===== config.mk =====
export PLATFORM = sky130hd
export DESIGN_NAME = fetch_stage_flat
export DESIGN_NICKNAME = d
export VERILOG_FILES = /design/src/rtl/fetch_stage_pkg.sv /design/src/rtl/fetch_stage_if.sv /design/src/rtl/fetch_slot_buffer.sv /design/src/rtl/fetch_stage.sv /design/src/flat_wrapper.sv
export SDC_FILE = /design/constraint.sdc
export NUM_CORES = 1
export LEC_CHECK = 0
export CELL_PAD_IN_SITES_DETAIL_PLACEMENT = 1
export CELL_PAD_IN_SITES_GLOBAL_PLACEMENT = 1
export CORE_MARGIN = 3
export CORE_UTILIZATION = 39
export CTS_BUF_LIST = sky130_fd_sc_hd__clkbuf_4 sky130_fd_sc_hd__clkbuf_8 sky130_fd_sc_hd__clkbuf_16
export CTS_CLUSTER_DIAMETER = 100
export DETAILED_ROUTE_END_ITERATION = 12
export PLACE_DENSITY = 0.78
export SYNTH_ARGS = -nofsm -noshare
export SYNTH_HDL_FRONTEND = slang
export SYNTH_SLANG_ARGS = --single-unit

===== constraint.sdc =====
create_clock -name clock -period 2.45 [get_ports clock]
set_input_delay 0.49 -clock clock [delete_from_list [all_inputs] [get_ports clock]]
set_output_delay 0.49 -clock clock [all_outputs]
set_load 0.01 [all_outputs]

===== src/rtl/fetch_stage_pkg.sv =====
// rtl/fetch_stage_pkg.sv - shared types, constants and helpers for the fetch stage
// Contents:
//   fetch_state_t   FSM encoding (BOOT, FETCH, HOLD)
//   fetch_entry_t   {instr, pc} pair held in the slot and skid registers
//   RESET_PC_DEFAULT, PC_STEP, instruction field positions
//   align_word()    clears the two byte-offset bits of an address
package fetch_stage_pkg;

    typedef enum logic [1:0] {
        BOOT  = 2'd0,
        FETCH = 2'd1,
        HOLD  = 2'd2
    } fetch_state_t;

    typedef struct packed {
        logic [31:0] instr;
        logic [31:0] pc;
    } fetch_entry_t;

    localparam logic [31:0] RESET_PC_DEFAULT = 32'h0000_0000;
    localparam logic [31:0] PC_STEP          = 32'd4;

    localparam int OPCODE_MSB = 31;
    localparam int OPCODE_LSB = 26;
    localparam int FUNCT_MSB  = 5;
    localparam int FUNCT_LSB  = 0;

    function automatic logic [31:0] align_word(input logic [31:0] addr);
        return {addr[31:2], 2'b00};
    endfunction

endpackage


===== src/rtl/fetch_stage_if.sv =====
// rtl/fetch_stage_if.sv - instruction memory read handshake bundle
// Signals:
//   imem_ren    read request from the fetch stage
//   imem_addr   word address of the request
//   imem_rdata  read data from memory, valid with imem_ren && imem_ready
//   imem_ready  memory completes the read this cycle
// Modports: master = fetch stage side, slave = memory side.
interface fetch_stage_if;

    logic        imem_ren;
    logic [31:0] imem_addr;
    logic [31:0] imem_rdata;
    logic        imem_ready;

    modport master (
        output imem_ren,
        output imem_addr,
        input  imem_rdata,
        input  imem_ready
    );

    modport slave (
        input  imem_ren,
        input  imem_addr,
        output imem_rdata,
        output imem_ready
    );

endinterface


===== src/rtl/fetch_slot_buffer.sv =====
// rtl/fetch_slot_buffer.sv - output slot plus one-entry skid register
// Ports:
//   clock, reset          clock and asynchronous active-low reset
//   flush                 invalidate slot and skid (wins over everything)
//   load_slot             write in_entry into the slot
//   load_skid             write in_entry into the skid
//   promote               move the skid entry into the slot
//   consume               downstream took the slot, nothing replaces it
//   in_entry              {instr, pc} returned by memory
//   slot_valid/slot_entry output slot contents
//   skid_valid            skid holds an entry
module fetch_slot_buffer
    import fetch_stage_pkg::*;
(
    input  logic         clock,
    input  logic         reset,
    input  logic         flush,
    input  logic         load_slot,
    input  logic         load_skid,
    input  logic         promote,
    input  logic         consume,
    input  fetch_entry_t in_entry,
    output logic         slot_valid,
    output fetch_entry_t slot_entry,
    output logic         skid_valid
);

    fetch_entry_t skid_entry;

    // Slot: flush invalidates but leaves the data fields alone, so a
    // flushed instruction simply stops being presented as valid.
    always_ff @(posedge clock or negedge reset) begin
        if (!reset) begin
            slot_valid <= 1'b0;
            slot_entry <= '0;
        end else if (flush) begin
            slot_valid <= 1'b0;
        end else if (promote) begin
            slot_valid <= 1'b1;
            slot_entry <= skid_entry;
        end else if (load_slot) begin
            slot_valid <= 1'b1;
            slot_entry <= in_entry;
        end else if (consume) begin
            slot_valid <= 1'b0;
        end
    end

    always_ff @(posedge clock or negedge reset) begin
        if (!reset) begin
            skid_valid <= 1'b0;
            skid_entry <= '0;
        end else if (flush) begin
            skid_valid <= 1'b0;
        end else if (promote) begin
            skid_valid <= 1'b0;
        end else if (load_skid) begin
            skid_valid <= 1'b1;
            skid_entry <= in_entry;
        end
    end

endmodule


===== src/rtl/fetch_stage.sv =====
// rtl/fetch_stage.sv - instruction fetch stage with PC, stall, redirect and skid buffer
// Ports:
//   clock, reset     system clock, asynchronous active-low reset
//   stall            downstream cannot accept the slot this cycle
//   redirect         taken branch/jump: load redirect_pc and flush
//   redirect_pc      redirect target (low two bits dropped)
//   imem             instruction memory read handshake (master side)
//   instr_valid      output slot holds an instruction
//   instr, instr_pc  slot instruction word and its address
//   opcode, funct    instruction fields for the decoders
//   misalign_err     one-cycle pulse after a redirect with a non-word target
module fetch_stage
    import fetch_stage_pkg::*;
#(
    parameter logic [31:0] RESET_PC = RESET_PC_DEFAULT
) (
    input  logic                 clock,
    input  logic                 reset,
    input  logic                 stall,
    input  logic                 redirect,
    input  logic [31:0]          redirect_pc,
    fetch_stage_if.master        imem,
    output logic                 instr_valid,
    output logic [31:0]          instr,
    output logic [31:0]          instr_pc,
    output logic [5:0]           opcode,
    output logic [5:0]           funct,
    output logic                 misalign_err
);

    fetch_state_t state, state_next;
    logic [31:0]  pc, pc_next;
    logic         misalign_next;

    logic         slot_free;
    logic         flush;
    logic         load_slot;
    logic         load_skid;
    logic         promote;
    logic         consume;
    logic         skid_valid;
    fetch_entry_t slot_entry;
    fetch_entry_t mem_entry;

    always_ff @(posedge clock or negedge reset) begin
        if (!reset) begin
            state        <= BOOT;
            pc           <= RESET_PC;
            misalign_err <= 1'b0;
        end else begin
            state        <= state_next;
            pc           <= pc_next;
            misalign_err <= misalign_next;
        end
    end

    always_comb begin
        state_next    = state;
        pc_next       = pc;
        flush         = 1'b0;
        load_slot     = 1'b0;
        load_skid     = 1'b0;
        promote       = 1'b0;
        consume       = 1'b0;
        misalign_next = redirect && (redirect_pc[1:0] != 2'b00);
        slot_free     = !instr_valid || !stall;

        unique case (state)
            BOOT: begin
                state_next = FETCH;
                if (redirect) begin
                    pc_next = align_word(redirect_pc);
                end
            end

            FETCH: begin
                if (redirect) begin
                    // Any data returned this cycle belongs to the old path.
                    flush   = 1'b1;
                    pc_next = align_word(redirect_pc);
                end else if (imem.imem_ready) begin
                    pc_next = pc + PC_STEP;
                    if (slot_free) begin
                        load_slot = 1'b1;
                    end else begin
                        // Slot is blocked but the read already completed:
                        // park it in the skid and stop requesting.
                        load_skid  = 1'b1;
                        state_next = HOLD;
                    end
                end else begin
                    // Request stays up with a stable address; the slot may
                    // still drain underneath it.
                    consume = instr_valid && !stall;
                end
            end

            HOLD: begin
                if (redirect) begin
                    flush      = 1'b1;
                    pc_next    = align_word(redirect_pc);
                    state_next = FETCH;
                end else if (!stall) begin
                    promote    = skid_valid;
                    state_next = FETCH;
                end
            end

            default: begin
                state_next = BOOT;
            end
        endcase
    end

    assign imem.imem_ren  = (state == FETCH);
    assign imem.imem_addr = pc;

    assign mem_entry.instr = imem.imem_rdata;
    assign mem_entry.pc    = pc;

    fetch_slot_buffer u_slot_buffer (
        .clock      (clock),
        .reset      (reset),
        .flush      (flush),
        .load_slot  (load_slot),
        .load_skid  (load_skid),
        .promote    (promote),
        .consume    (consume),
        .in_entry   (mem_entry),
        .slot_valid (instr_valid),
        .slot_entry (slot_entry),
        .skid_valid (skid_valid)
    );

    assign instr    = slot_entry.instr;
    assign instr_pc = slot_entry.pc;
    assign opcode   = slot_entry.instr[OPCODE_MSB:OPCODE_LSB];
    assign funct    = slot_entry.instr[FUNCT_MSB:FUNCT_LSB];

endmodule

===== src/flat_wrapper.sv =====
// flat-port wrapper written by rule: the top's interface ports become plain ports
module fetch_stage_flat import fetch_stage_pkg::*;
#(
    parameter logic [31:0] RESET_PC = RESET_PC_DEFAULT
)
  (clock, reset, stall, redirect, redirect_pc, instr_valid, instr, instr_pc, opcode, funct, misalign_err, imem_imem_ren, imem_imem_addr, imem_imem_rdata, imem_imem_ready);
  fetch_stage_if imem_i ();
  input  logic clock;
  input  logic reset;
  input  logic stall;
  input  logic redirect;
  input  logic [31:0] redirect_pc;
  output logic instr_valid;
  output logic [31:0] instr;
  output logic [31:0] instr_pc;
  output logic [5:0] opcode;
  output logic [5:0] funct;
  output logic misalign_err;
  output wire logic [$bits(imem_i.imem_ren)-1:0] imem_imem_ren;
  output wire logic [$bits(imem_i.imem_addr)-1:0] imem_imem_addr;
  input wire logic [$bits(imem_i.imem_rdata)-1:0] imem_imem_rdata;
  input wire logic [$bits(imem_i.imem_ready)-1:0] imem_imem_ready;
  assign imem_imem_ren = imem_i.imem_ren;
  assign imem_imem_addr = imem_i.imem_addr;
  assign imem_i.imem_rdata = imem_imem_rdata;
  assign imem_i.imem_ready = imem_imem_ready;
  fetch_stage #(.RESET_PC(RESET_PC)) u_core (.clock(clock), .reset(reset), .stall(stall), .redirect(redirect), .redirect_pc(redirect_pc), .imem(imem_i), .instr_valid(instr_valid), .instr(instr), .instr_pc(instr_pc), .opcode(opcode), .funct(funct), .misalign_err(misalign_err));
endmodule

==> results.ini <==
[logic_synthesis]
ys_warn_count=0
synthCells=687
syn_area_um2=7480
synth-seq-cells=159
yosysTopAreaCell=dfrtp_1
synthArstFlopShare=1.00
synth_cell_types=49
synth_edf_count=0
ys.flop_type=dfrtp_1
yosysMostFrequentCell=dfrtp_1
syn_avg_cell_area_um2=10.9
synth.top_cell.area_share=0.532
ys_top_cells_by_area=dfrtp_1 (53%), mux2_2 (8.6%), mux2i_1 (8.4%)
yosys-top-cells-count=dfrtp_1 (159), a21oi_1 (90), nor2_1 (77)
seq_area_frac_synth=0.532

[outcome]
run_status=complete, no violations

[die]
start_util=0.399
die_width_um=145
pin_count=180
coreArea_um2=18800
die_height_um=145
dieArea_um2=20900
rows=50

[finish]
antenna_cells=0
postLayoutCellArea_um2=10100
fillers=1981
syn_to_final_growth_pct=34.7
drive_gt1_frac=0.143
fin_nets=912
post-route-util=0.537

[setup_path]
path_class=reg2out
crit_required_ns=1.96
crit_path_end_kind=primary output
critPathMaxFanout=6
rrSetupSlack_ns=0.29
cp.arrival_ns=1.85
cp-start-kind=flip-flop

[clock_tree]
cts_buffers=17
clock_path_buffers=2
cts_resized=0
h-tree-depth=4
numClockSinks=159
postCtsSetupBuffers=0
cts-root-buf=clkbuf_16
hold_buffers=0
insertion_delay_ns=0.42
cts.clk_slew.worst_paths_ns=0.06
cts_tree=yes

[route]
postRouteAntennaNets=0
drc=0
drt-pass1-iter-count=4
routed_wl_um=21300
vias_per_cell=5.55
wl_per_cell_um=19.6
initialDrtViolationCount=317
num_vias=6027

[sta]
slew_viol_final=0
min_period_ns=2.34
setup_violations=0
fin_skew_ns=0.00787
tightest_slew_ns=0.526
slew_headroom=0.649
grt_setup_unrepaired=no
hold_violations=0
min_period_over_period=0.956
fmax_mhz=427
setup_slack_ns=0.108
fin_tns_setup_ns=0

[global_route]
grt_use_total=0.206
grt_start_max_net_pins=74
grt_pass1_vias=6521
grt_overflow_total=0
antenna_found_initial=0
grt_pass1_wl_um=33900

[min_path]
hold_class=in2async

[placement]
numPortBuffers=175
gp_congestion=0.802
hpwl_um=14700
place_area_um2=9460
preCtsSetupSlack_ns=0.127

[power_and_ir_drop]
p_leak_nw=4.07
p_per_area_nw_per_um2=1280
vdd_ir_drop_max_mv=0.693

[run]
cap_violations=0

[layer usage]
layer | vias to the layer above | GRT usage | part of all wire
met1 | 3101 | 0.258 | 0.43
met2 | 157 | 0.353 | 0.50
met5 | - | 0 | 0
met4 | 0 | 0.0623 | 0.016
li1 | 2741 | - | -
met3 | 28 | 0.0483 | 0.046
[flip-flops by register name, indices dropped and copies added, names as in the netlist]
name	flops
u_core.state	2
u_core.u_slot_buffer.skid_entry	62
u_core.u_slot_buffer.slot_valid	1
u_core.u_slot_buffer.slot_entry	62
u_core.imem.imem_addr	30
u_core.u_slot_buffer.skid_valid	1
u_core.misalign_err	1
[power by group]
group | switching, W | leakage (nW) | internal [W] | total (W)
combinational | 0.00227 | 1.90 | 0.00277 | 0.00504
clock | 0.00112 | 0.304 | 0.00171 | 0.00283
sequential | 0.00114 | 1.86 | 0.00388 | 0.00502
total | 0.00454 | 4.07 | 0.00835 | 0.0129
[layout make-up]
cell class	instances	area, um^2	share of cell area
sequential	159	3980	0.395
multi-input combinational	456	3150	0.313
clock inverter	11	154	0.0153
clock buffer	21	474	0.0470
timing repair buffer	194	2000	0.198
inverter	10	37.5	0.00372
tap	234	293	0.0290
[cell families after synthesis]
logic type      after synthesis  share of synthesized area
simple gates                164                      0.109
fa+ha+maj                     5                    0.00836
flops                       159                      0.532
buf+inv                      75                     0.0518
mux                         120                      0.170
compound gates              163                      0.128
other cells                   1                   0.000501
[cell usage in the layout (no fill, tap or decap), types with 5 or more instances in the layout]
cell type        netlist  final
a2bb2oi_1              9      9
o22ai_1               13     13
inv_1                 10     10
nor3_1                 5      5
nor2_1                77     77
nand4_1               10     10
clkbuf_16              0     17
buf_12                 0      8
nand3_1               16     16
o21ai_0               22     22
o32ai_1                5      5
clkdlybuf4s50_1        0    174
a21oi_1               90     90
buf_4                 21     11
mux2i_1               63     63
mux2_2                57     57
dfrtp_1              159    159
ha_1                   5      5
nand2_1               33     33
[final timing paths]
check / from / depth (start not counted) / to
worst min-delay path: reset / 1 / u_core.u_slot_buffer.slot_entry[56]
worst max register to register: u_core.state[1] / 8 / u_core.imem.imem_addr[12]
worst min register to register: u_core.u_slot_buffer.skid_entry[7] / 2 / u_core.u_slot_buffer.skid_entry[7]
worst max-delay path: u_core.state[1] / 3 / imem_imem_ren
min in group clock: u_core.u_slot_buffer.skid_entry[7] / 2 / u_core.u_slot_buffer.skid_entry[7]
max in group asynchronous: reset / 2 / u_core.u_slot_buffer.skid_entry[11]
[through the flow]
step | power [W] | instances | hold slack, ns
floorplan | 0.00744 | 690 | 0.194
global placement | 0.00976 | 1053 | 0.464
detailed placement | 0.0101 | 1053 | 0.485
CTS | 0.0130 | 1085 | 0.0220
global route | 0.0137 | 1085 | 0.0369
finish | 0.0129 | 1085 | 0.0199
[critical path, stage by stage, from the launching register on]
cell and delay, ns:
dfrtp_1 0.42, inv_1 0.12, ha_1 0.27, clkdlybuf4s50_1 0.63
(Power assumes the default switching activity.)
==> patch 1, RTL diff (same settings) <==
Register the output `misalign_err` once more, with the module's reset; this adds one clock of latency there. The other outputs are not delayed to match. Comments in the files are not updated.
--- a/src/rtl/fetch_stage.sv
+++ b/src/rtl/fetch_stage.sv
@@ -28,6 +28,8 @@
     output logic                 misalign_err
 );
 
+    logic misalign_err_s0;
+
     fetch_state_t state, state_next;
     logic [31:0]  pc, pc_next;
     logic         misalign_next;
@@ -46,11 +48,11 @@
         if (!reset) begin
             state        <= BOOT;
             pc           <= RESET_PC;
-            misalign_err <= 1'b0;
+            misalign_err_s0 <= 1'b0;
         end else begin
             state        <= state_next;
             pc           <= pc_next;
-            misalign_err <= misalign_next;
+            misalign_err_s0 <= misalign_next;
         end
     end
 
@@ -137,4 +139,12 @@
     assign opcode   = slot_entry.instr[OPCODE_MSB:OPCODE_LSB];
     assign funct    = slot_entry.instr[FUNCT_MSB:FUNCT_LSB];
 
+    always_ff @(posedge clock or negedge reset) begin
+        if (!reset) begin
+            misalign_err <= '0;
+        end else begin
+            misalign_err <= misalign_err_s0;
+        end
+    end
+
 endmodule
Check against the original RTL: not equivalent (a bounded check fails within 4 cycles, from zero or initial values and one cycle with reset low).
==> patch 1 against the original RTL <==
  * Synthesized cell count is 1.2% higher
  * Worst setup slack better by 0.052 ns
  * Critical endpoint unchanged
  * Area after synthesis increased by 0.28%
  * Sequential cell count rose by 1
  * Highest routed layer unchanged
  * Cell area increased by 1.9%
  * Combinational power grew 2%
  * Register-to-register slack got worse by 0.02 ns
  * Power decreased by 1.9%
  * Wire length up 6.5%
  * First-iteration DRC count rose by 9.5%
  * Sequential power down 4.4%
  * Critical path type unchanged
==> patch 1: results (changes against the original RTL) <==
[place]
place.gp.congestion=0.810  ; +0.93%
dpl_worst_slack_ns=0.143  ; +0.0163 ns
post_dp_cell_area_um2=9680  ; +2.3%
dp_hpwl_um=16000  ; +9.3%

[sta]
fmax_mhz=437  ; +2.3%
finalHoldWorstSlack_ns=0.0288  ; +0.00885 ns
slew_headroom_pct=64.6  ; -0.29 points
clock_skew_ns=0.00799  ; +0.000129 ns

[cells_and_area]
finalNonFillerCells=1140  ; +5.1%
nFillCells=1968  ; -0.66%
nets=941  ; +3.2%
layout-drive-gt1-share_pct=16.3  ; +1.9 points

[power_and_ir_drop]
p_per_area_nw_per_um2=1230  ; -3.7%
total_power_mw=12.6  ; -1.9%
p_leak_nw=4.21  ; +3.7%
power_frac_seq_pct=37.9  ; -1.1 points
internal_power_mw=8.21  ; -1.8%
ir_drop_uv=556  ; -20%

[global_route]
met3_usage_pct=5.69  ; +0.86 points
grtUsageTotal_pct=22.3  ; +1.7 points
use_met1_pct=28.1  ; +2.2 points
grt_util_met2_pct=39.1  ; +3.8 points
grt_first_pass_wirelength_um=36400  ; +7.3%

[synth]
yosysSeqAreaShare_pct=53.3  ; +0.18 points
synthTopCellsByCount=dfrtp_1, nand2_1, o21ai_0, mux2i_1, mux2_2
synth.distinct_cells=45  ; -8.2%
postSynthCellCount=695  ; +1.2%

[detailed_routing]
finalWirelength_um=22600  ; +6.5%
wl_met3_um=1360  ; +39%
vias=6155  ; +2.1%
drt_iter0_drc=347  ; +9.5%
route.met2.wl_um=11500  ; +7.6%
wl_met1_um=9550  ; +3.6%

[worst_setup_path]
worstPathArrival_ns=1.80  ; -0.05 ns
reg2reg_to=u_core.imem.imem_addr[5]
slowest_delay_ns=0.61  ; -0.02 ns
r2r_slack_ns=0.27  ; -0.02 ns
cp_max_fo=4  ; -2

[status]
status=finished, final reports clean

[clocking]
cts_buffer_depth=2  ; unchanged

-- patch 1: cell types whose count changed after synthesis, sizes merged, moves of 4 or more --
cell,delta
nand2,+58
a2bb2oi,-4
nor2,-63
o21ai,+57
nor4,+4
mux2,+5
o22ai,-6
nand4,-7
nor3,+6
nand3,+8
or4,+5
a21oi,-58
-- patch 1: kinds of logic after synthesis --
| family | after synthesis | share of synthesized area (%) |
|---|---|---|
| and+or+nand+nor | 175 | 11.0 |
| DFF | 160 | 53.3 |
| AOI/OAI and AO/OA | 156 | 12.1 |
| adders and majority gates | 5 | 0.833 |
| muxes | 125 | 17.7 |
| buffers and inverters | 73 | 5.00 |
| other | 1 | 0.0500 |
-- patch 1: layout make-up --
| class | instances | area share, % |
|---|---|---|
| Tap cell | 260 | 3.17 |
| Clock buffer | 23 | 4.82 |
| Multi-Input combinational cell | 465 | 30.8 |
| Inverter | 12 | 0.438 |
| Timing Repair Buffer | 211 | 20.8 |
| Clock inverter | 9 | 1.02 |
| Sequential cell | 160 | 39.0 |
==> patch 2, RTL diff (same settings) <==
Made on the original files. Encoding of `fetch_state_t`: now one-hot (3 bits for 3 states).
--- a/src/rtl/fetch_stage_pkg.sv
+++ b/src/rtl/fetch_stage_pkg.sv
@@ -6,10 +6,10 @@
 //   align_word()    clears the two byte-offset bits of an address
 package fetch_stage_pkg;
 
-    typedef enum logic [1:0] {
-        BOOT  = 2'd0,
-        FETCH = 2'd1,
-        HOLD  = 2'd2
+    typedef enum logic [2:0] {
+        BOOT  = 3'b001,
+        FETCH = 3'b010,
+        HOLD  = 3'b100
     } fetch_state_t;
 
     typedef struct packed {
Check against the original RTL: no difference found for any inputs over 4 cycles, from zero or initial values and one cycle with reset low; so few cycles prove little.
==> patch 2 against the original RTL <==
  * Wire length up 4.1%
  * Worst setup slack better by 0.083 ns
  * Critical endpoint unchanged
  * Sequential share of layout area is 1.0 points lower
  * Power up 2.6%
  * Cell area increased by 3.4%
  * Critical path type unchanged
  * Sequential cell count grew 1
  * Area after synthesis up 1.7%
  * Core utilization up 1.3 points
==> patch 2: results (changes against the original RTL) <==
[status]
status=finished, final reports clean

[synth]
synth.distinct_cells=59  ; +20%
synthArstFlopShare_pct=100  ; unchanged
synth_adder_area_share_pct=0.164  ; -0.67 points
avgSynthCellArea_um2=10.9  ; about the same
synthTopCellsByCount=dfrtp_1, a21oi_1, nor2_1, mux2i_1, mux2_2
synthMuxAreaShare_pct=17.5  ; +0.46 points
yosysSeqAreaShare_pct=52.6  ; -0.54 points
synth_xor_area_share_pct=0.345  ; +0.35 points
synth.area.top_cells=dfrtp_1, mux2_2, mux2i_1
synth_compound_area_share_pct=13.8  ; +0.97 points

[clocking]
clk_pin_slew_ns=0.06  ; about the same
insertion_delay_ns=0.43
htreeDepth=4  ; unchanged
root_buffer=clkbuf_16
ctsResizeCount=1  ; +1

[detailed_routing]
drt_iter0_drc=276  ; -13%
routedWlPerCell_um=19.5  ; -0.37%
finalWirelength_um=22100  ; +4.1%
drt-pass1-iter-count=4  ; unchanged
vias=6157  ; +2.2%

[global_route]
grt_pass1_vias=6720  ; +3.1%
grt_max_degree=53  ; -28%
grtUsageTotal_pct=21.2  ; +0.65 points
antenna_found_initial=0  ; unchanged
grt_first_pass_wirelength_um=36700  ; +8.1%

[place]
post_dp_cell_area_um2=9760  ; +3.2%
dpl_worst_slack_ns=0.0521  ; -0.0745 ns
dp_hpwl_um=15500  ; +5.8%
placed_cells=1103  ; +4.7%
place.gp.congestion=0.784  ; -2.3%

[worst_setup_path]
cp_max_fo=9  ; +3
path_delay_family=buffers and inverters
worstPathArrival_ns=1.77  ; -0.08 ns
slowest_delay_ns=0.59  ; -0.04 ns
slowest_stage=clkdlybuf4s50_1

[cells_and_area]
diodes=0  ; unchanged
nets=932  ; +2.2%
layout-drive-gt1-share_pct=16.6  ; +2.3 points
nFillCells=1983  ; +0.10%

[power_and_ir_drop]
p_leak_nw=4.77  ; +17%
ir_drop_uv=685  ; -1.1%

[sta]
clock_skew_ns=0.00996  ; +0.00209 ns
slew_headroom_pct=64.0  ; -0.92 points

[hold_path]
hp-class=primary input to asynchronous set/reset pin

-- patch 2: changes by cell type in the layout (fill, tap and decap cells not counted), sizes merged, moves of 4 or more --
cell	unedited run	this run
nor2	78	83
nor4	1	8
mux2	57	62
inv	12	7
o2bb2ai	0	4
nand2	33	24
ha	5	1
buf	20	34
o22ai	13	3
a31oi	4	8
a21oi	90	85
-- patch 2: path summary, 6_finish.rpt --
path                       depth (start not counted)  slack, ns                       startpoint                                  end
max                                                2       0.19                  u_core.state[2]                        imem_imem_ren
min                                                1       0.01                            reset  u_core.u_slot_buffer.skid_entry[43]
max reg2reg                                        6       0.27         u_core.imem.imem_addr[2]            u_core.imem.imem_addr[26]
min reg2reg                                        1       0.49  u_core.u_slot_buffer.skid_valid      u_core.u_slot_buffer.skid_valid
max in group asynchronous                          2       1.68                            reset                      u_core.state[0]
min in group clock                                 1       0.49  u_core.u_slot_buffer.skid_valid      u_core.u_slot_buffer.skid_valid
-- patch 2: layout make-up --
type | count | area, µm² | share of cell area, %
inverter | 4 | 15.0 | 0.144
sequential | 160 | 4010 | 38.4
tap | 260 | 325 | 3.12
timing repair buffer | 208 | 2150 | 20.6
multi-input combinational | 471 | 3270 | 31.4
clock inverter | 12 | 205 | 1.97
clock buffer | 19 | 453 | 4.34
-- patch 2: per-layer routing --
layer  global-route usage (%)  vias to the layer above  part of all wire, %  wire length [µm]
met5                        0                        -                    0                 0
met4                     5.94                        0                  1.5               328
met3                     5.14                       30                  4.3               944
met2                     36.5                      165                   51             11300
met1                     26.7                     3125                   43              9610
li1                         -                     2837                    -                 -
-- patch 2: power by group --
group,internal (mW),switching (mW),leakage [nW]
Combinational,2.88,2.46,2.52
Sequential,3.83,1.07,1.94
Clock,1.87,1.11,0.316
